<file path="config.mk">
export PLATFORM = sky130hd
export DESIGN_NAME = cnt_seq_flat
export DESIGN_NICKNAME = d
export VERILOG_FILES = /design/src/rtl/cnt_seq_pkg.sv /design/src/rtl/cnt_seq_if.sv /design/src/rtl/cnt_seq_chunk.sv /design/src/rtl/cnt_seq.sv /design/src/flat_wrapper.sv
export SDC_FILE = /design/constraint.sdc
export NUM_CORES = 1
export LEC_CHECK = 0
export BUFFER_PORTS_ARGS = -buffer_cell sky130_fd_sc_hd__buf_4
export CAP_MARGIN = 15
export CORE_ASPECT_RATIO = 0.8
export CORE_MARGIN = 2
export CORE_UTILIZATION = 28
export DETAILED_ROUTE_END_ITERATION = 12
export PLACE_DENSITY = 0.54
export SLEW_MARGIN = 10
export SYNTH_ARGS = -nofsm -noshare
export SYNTH_HDL_FRONTEND = slang
export SYNTH_SLANG_ARGS = --single-unit
</file>
<file path="constraint.sdc">
create_clock -name clk -period 5.3 [get_ports clk]
set_input_delay 0.795 -clock clk [delete_from_list [all_inputs] [get_ports clk]]
set_output_delay 0.795 -clock clk [all_outputs]
set_load 0.01 [all_outputs]
</file>
<file path="src/rtl/cnt_seq_pkg.sv">
// cnt_seq_pkg: shared types, op encodings and chunk-count helper for the count sequencer
package cnt_seq_pkg;
    typedef enum logic [1:0] {IDLE, RUN, DONE} state_t;
    localparam logic [1:0] CNT_CLZ = 2'b00;
    localparam logic [1:0] CNT_CTZ = 2'b01;
    localparam logic [1:0] CNT_POP = 2'b10;
    function automatic int num_chunks(input int n, input int c);
        return n / c;
    endfunction
endpackage

</file>
<file path="src/rtl/cnt_seq_if.sv">
// cnt_seq_if: request/response bundle of the count sequencer
// Start/Flush/A/B/W64 flow master->slave; Busy/Done/CntResult flow slave->master.
interface cnt_seq_if #(parameter int WIDTH = 64);
    logic             Start;
    logic             Flush;
    logic [WIDTH-1:0] A;
    logic [1:0]       B;
    logic             W64;
    logic             Busy;
    logic             Done;
    logic [WIDTH-1:0] CntResult;
    modport master (output Start, Flush, A, B, W64, input Busy, Done, CntResult);
    modport slave  (input Start, Flush, A, B, W64, output Busy, Done, CntResult);
endinterface

</file>
<file path="src/rtl/cnt_seq_chunk.sv">
// cnt_seq_chunk: combinational CHUNK-bit slice giving leading-zero count, popcount and nonzero flag
// Ports: i_chunk (slice bits), o_lzc (CHUNK when zero), o_pop, o_nz.
module cnt_seq_chunk #(
    parameter int CHUNK = 16,
    parameter int CW    = $clog2(CHUNK) + 1
) (
    input  logic [CHUNK-1:0] i_chunk,
    output logic [CW-1:0]    o_lzc,
    output logic [CW-1:0]    o_pop,
    output logic             o_nz
);
    always_comb begin
        o_lzc = CW'(CHUNK);
        o_pop = '0;
        // ascending scan: the last set bit seen is the most significant one
        for (int i = 0; i < CHUNK; i++) begin
            if (i_chunk[i]) o_lzc = CW'(CHUNK - 1 - i);
            o_pop = o_pop + CW'(i_chunk[i]);
        end
        o_nz = |i_chunk;
    end
endmodule

</file>
<file path="src/rtl/cnt_seq.sv">
// cnt_seq: multi-cycle clz/ctz/cpop sequencer iterating one CHUNK-bit slice MSB-chunk first
// Ports: clk, reset (async active-low), bus (cnt_seq_if.slave: Start/Flush/A/B/W64 in,
// Busy/Done/CntResult out). Optional macro CNT_SEQ_ZSKIP_EN: cpop stops once the rest of Op is zero.
module cnt_seq
    import cnt_seq_pkg::*;
#(
    parameter int WIDTH = 64,
    parameter int CHUNK = 16
) (
    input  logic     clk,
    input  logic     reset,
    cnt_seq_if.slave bus
);
    localparam int AW = $clog2(WIDTH) + 1;
    localparam int CW = $clog2(CHUNK) + 1;
    localparam int KF = num_chunks(WIDTH, CHUNK);
    localparam int KH = num_chunks(32, CHUNK);
    localparam int KW = $clog2(KF) + 1;
`ifdef CNT_SEQ_ZSKIP_EN
    localparam bit ZSKIP = 1'b1;
`else
    localparam bit ZSKIP = 1'b0;
`endif
    state_t           r_state;
    logic [WIDTH-1:0] r_op;
    logic [AW-1:0]    r_acc;
    logic [AW-1:0]    r_res;
    logic [KW-1:0]    r_cnt;
    logic [KW-1:0]    r_last;
    logic             r_pop;
    logic             r_busy;
    logic             r_done;
    logic             w_word;
    logic             w_go;
    logic             w_fin;
    logic             w_nz;
    logic [WIDTH-1:0] w_mask;
    logic [WIDTH-1:0] w_rev;
    logic [WIDTH-1:0] w_load;
    logic [WIDTH-1:0] w_rest;
    logic [CW-1:0]    w_lzc;
    logic [CW-1:0]    w_popc;
    logic [AW-1:0]    w_acc;
    cnt_seq_chunk #(.CHUNK(CHUNK), .CW(CW)) u_chunk (
        .i_chunk (r_op[WIDTH-1 -: CHUNK]),
        .o_lzc   (w_lzc),
        .o_pop   (w_popc),
        .o_nz    (w_nz)
    );
    always_comb begin
        w_word = (WIDTH == 64) && bus.W64;
        w_mask = w_word ? (bus.A & WIDTH'(64'hFFFF_FFFF)) : bus.A;
        // reversing the masked operand puts a word's reversed low half at the top
        for (int i = 0; i < WIDTH; i++) w_rev[i] = w_mask[WIDTH-1-i];
        w_load = (bus.B == CNT_CTZ) ? w_rev : (w_word ? w_mask << (WIDTH - 32) : w_mask);
        w_go   = bus.Start && !bus.Flush;
        w_rest = r_op << CHUNK;
        w_acc  = r_acc + (r_pop ? AW'(w_popc) : AW'(w_lzc));
        w_fin  = (r_cnt == r_last) || (!r_pop && w_nz) || (ZSKIP && r_pop && w_rest == '0);
    end
    always_ff @(posedge clk or negedge reset) begin
        if (!reset) begin
            r_state <= IDLE;
            r_op    <= '0;
            r_acc   <= '0;
            r_res   <= '0;
            r_cnt   <= '0;
            r_last  <= '0;
            r_pop   <= 1'b0;
            r_busy  <= 1'b0;
            r_done  <= 1'b0;
        end else begin
            r_done <= 1'b0;
            case (r_state)
                RUN: begin
                    if (bus.Flush) begin
                        r_state <= IDLE;
                        r_busy  <= 1'b0;
                    end else begin
                        r_op  <= w_rest;
                        r_cnt <= r_cnt + 1'b1;
                        r_acc <= w_acc;
                        if (w_fin) begin
                            r_state <= DONE;
                            r_busy  <= 1'b0;
                            r_done  <= 1'b1;
                            r_res   <= w_acc;
                        end
                    end
                end
                default: begin
                    if (w_go) begin
                        r_state <= RUN;
                        r_busy  <= 1'b1;
                        r_op    <= w_load;
                        r_acc   <= '0;
                        r_cnt   <= '0;
                        r_last  <= w_word ? KW'(KH - 1) : KW'(KF - 1);
                        r_pop   <= (bus.B & CNT_POP) != 2'b00;
                    end else begin
                        r_state <= IDLE;
                    end
                end
            endcase
        end
    end
    assign bus.Busy      = r_busy;
    assign bus.Done      = r_done;
    assign bus.CntResult = WIDTH'(r_res);
endmodule
</file>
<file path="src/flat_wrapper.sv">
// flat-port wrapper written by rule: the top's interface ports become plain ports
module cnt_seq_flat import cnt_seq_pkg::*;
#(
    parameter int WIDTH = 64,
    parameter int CHUNK = 16
)
  (clk, reset, bus_Start, bus_Flush, bus_A, bus_B, bus_W64, bus_Busy, bus_Done, bus_CntResult);
  cnt_seq_if #(.WIDTH(WIDTH)) bus_i ();
  input  logic clk;
  input  logic reset;
  input wire logic [$bits(bus_i.Start)-1:0] bus_Start;
  input wire logic [$bits(bus_i.Flush)-1:0] bus_Flush;
  input wire logic [$bits(bus_i.A)-1:0] bus_A;
  input wire logic [$bits(bus_i.B)-1:0] bus_B;
  input wire logic [$bits(bus_i.W64)-1:0] bus_W64;
  output wire logic [$bits(bus_i.Busy)-1:0] bus_Busy;
  output wire logic [$bits(bus_i.Done)-1:0] bus_Done;
  output wire logic [$bits(bus_i.CntResult)-1:0] bus_CntResult;
  assign bus_i.Start = bus_Start;
  assign bus_i.Flush = bus_Flush;
  assign bus_i.A = bus_A;
  assign bus_i.B = bus_B;
  assign bus_i.W64 = bus_W64;
  assign bus_Busy = bus_i.Busy;
  assign bus_Done = bus_i.Done;
  assign bus_CntResult = bus_i.CntResult;
  cnt_seq #(.WIDTH(WIDTH), .CHUNK(CHUNK)) u_core (.clk(clk), .reset(reset), .bus(bus_i));
endmodule
</file>
==> results.json <==
{
  "syn2layout_area_growth_pct": 15.27,
  "cp-start-kind": "flip-flop",
  "n_fill_cell": 2214,
  "clock-sinks": 88,
  "cp_max_fo": 5,
  "cp-end-kind": "flip-flop",
  "port_buffers": 79,
  "dr_total_vias": 4832,
  "antennaDiodeCount": 0,
  "h-tree-depth": 3,
  "tightest_slew_ns": 0.8043,
  "die_y_um": 134.7,
  "ant_nets": 0,
  "grt_pass1_wl_um": 26500,
  "placed_cells": 982,
  "crit_top_cell": "fa_1",
  "routed_wl_um": 16920,
  "yosysWarnings": 0,
  "multi_input_area_mm2": 0.003276,
  "max_freq_ghz": 0.2029,
  "layout_common_cells": "nand2_1, dfrtp_1, buf_4",
  "dieArea_mm2": 0.02253,
  "synthTopCellsByArea": "dfrtp_1, mux2i_1, buf_4, o22a_1, nand2_1",
  "cts.clk_slew.worst_paths_ns": 0.07,
  "timing.setup.tns_ns": 0,
  "hold_class": "in -> async",
  "crit_buf_inv": 3,
  "ys_seq_elements": 88,
  "ctsResizeCount": 0,
  "period_share_pct": 93.00,
  "remaining_drc_errors": 9,
  "netlist_instances": 672,
  "final_nets": 819,
  "dp_hpwl_um": 12160,
  "cp_slowest_cell": "fa_1",
  "viasPerCell": 4.842,
  "ioPinCount": 137,
  "row_count": 47,
  "slew_violations": 0,
  "synthFlopType": "dfrtp_1",
  "dr.pass1.iters": 9,
  "grtUsageTotal_pct": 15.32,
  "slowest_delay_ns": 0.57,
  "finalPower_mw": 3.238,
  "peakVddDrop_v": 0.0004262,
  "path_delay_family": "adder cells",
  "final_core_util_pct": 33.08,
  "clkLatencyLatePin_ns": 0.36,
  "synth-async-reset-ratio_pct": 100.0,
  "overflow": 0,
  "status": "finished with violations",
  "ys_seq_area_share_pct": 36.86,
  "synth_edf_count": 0,
  "critical_path_class": "reg -> reg",
  "finalHoldViolCount": 0,
  "seqCellArea_mm2": 0.002202,
  "slew_headroom_pct": 46.18,
  "p_leak_nw": 3.309,
  "grt_start_max_net_pins": 72,
  "core-area_mm2": 0.02082,
  "setup_viol": 0,
  "gp_congestion": 0.8464,
  "maxCapViolations": 0,
  "syn_area_per_cell_um2": 8.891,
  "synth_top_cell_by_area": "dfrtp_1",
  "layout_commonest_cell": "nand2_1",
  "cts_made_buffers": 9,
  "crit_arrival_ns": 5.17,
  "grt_pass1_vias": 4537,
  "required_ns": 5.54,
  "cts_hold_buffers": 0,
  "clock-root-buffer": "clkbuf_16",
  "routedWlPerCell_um": 16.96,
  "violations": "DRC",
  "crit_chain": "inv_1, fa_1, fa_1, fa_1, fa_1, inv_1, ha_1, inv_1, fa_1, nand2b_1, o41ai_1, fa_1, a21o_1, nand4_1, nand3_1, xor2_1, mux2_2",
  "antenna_found_initial": 1,
  "cts_tree": "built",
  "skew_ns": 0.01460,
  "drive_above_1_share_pct": 17.01,
  "rsz0062_at_grt": "no",
  "post-cts-setup-buffers": 0,
  "period_needed_ns": 4.929,
  "syn_area_mm2": 0.005974,
  "floorplan.initialDensity_pct": 28.70,
  "synth.distinct_cells": 49,
  "r2r_setup_slack_ns": 0.37,
  "clock_path_buffers": 2,
  "final_cells": 998,
  "yosysTopAreaCellShare_pct": 36.86,
  "p_per_area_mw_per_mm2": 470.1,
  "drt_iter0_drc": 404,
  "die_w_um": 167.3
}
## synth_stat cells (11+ instances only)
| library cell | instances |
|---|---|
| fa_1 | 11 |
| clkbuf_1 | 28 |
| o21ai_0 | 54 |
| o22a_1 | 46 |
| dfrtp_1 | 88 |
| buf_4 | 57 |
| buf_2 | 17 |
| ha_1 | 13 |
| inv_1 | 26 |
| nor2_1 | 57 |
| nand2_1 | 96 |
| a21oi_1 | 51 |
| mux2i_1 | 49 |
## power breakdown
group          total [mW]  switching [mW]  internal (mW)
combinational        1.63           0.869          0.764
clock               0.679           0.285          0.394
sequential          0.925           0.116          0.809
## per-layer routing
metal	GRT usage [%]	up-vias	routed length, um
met1	24.58	2370	9120
met4	3.865	0	182
li1	-	2317	-
met2	20.42	133	6767
met5	0	-	0
met3	3.165	12	853
## final cells by class
| type | count | share of cell area, % |
|---|---|---|
| clock inverter | 5 | 0.9084 |
| tap | 269 | 4.887 |
| inverter | 27 | 1.508 |
| multi-input combinational | 511 | 47.57 |
| clock buffer | 11 | 3.670 |
| sequential | 88 | 31.98 |
| timing repair buffer | 87 | 9.484 |
## metrics by stage
step                cell area, um^2  setup WS, ns  hold WS [ns]
floorplan                      6185        0.6422        0.4498
global placement               6571        0.4240        0.4700
detailed placement             6571        0.3869        0.4741
CTS                            6887        0.3595        0.3765
global route                   6887       0.07743        0.3882
finish                         6887        0.3708        0.3787
## kinds of logic (layout without fill, tap and decap cells)
family	count (synthesis)	in the layout	share of synthesized area [%]
AO/OA/AOI/OAI	186	186	20.73
XOR/XNOR	9	9	1.319
flip-flops	88	88	36.86
multiplexers	57	57	9.780
other	1	57	0.06277
buffers and inverters	129	130	12.08
adder cells (fa/ha/maj)	24	24	6.408
AND/OR/NAND/NOR	178	178	12.75
## worst reg2reg max path, delay by kind of cell, from the launching register on
| family | cells | cell delay, ns |
|---|---|---|
| AOI/OAI and AO/OA | 2 | 0.33 |
| xor gates and xnor gates | 1 | 0.16 |
| adders and majority gates | 7 | 3.12 |
| buffers and inverters | 3 | 0.22 |
| DFF | 1 | 0.45 |
| muxes | 1 | 0.26 |
| and+or+nand+nor | 3 | 0.28 |
## worst paths after layout
kind / from / to / cells past startpoint
setup / recovery: u_core.r_op[53] / u_core.r_res[6] / 17
hold / removal: reset / u_core.r_op[15] / 1
setup reg to reg: u_core.r_op[53] / u_core.r_res[6] / 17
hold reg to reg: u_core.r_op[0] / u_core.r_op[0] / 2
max in group asynchronous: reset / u_core.r_acc[2] / 2
min in group clk: u_core.r_op[0] / u_core.r_op[0] / 2
## sequential cells by signal (all words and copies together) (netlist names)
signal,cells
u_core.r_pop,1
u_core.r_op,64
u_core.bus.Busy,1
u_core.r_cnt,3
u_core.r_res,7
u_core.r_acc,7
u_core.bus.Done,1
u_core.r_last,2
u_core.r_state,2
Power figures use the tool's default switching activity.
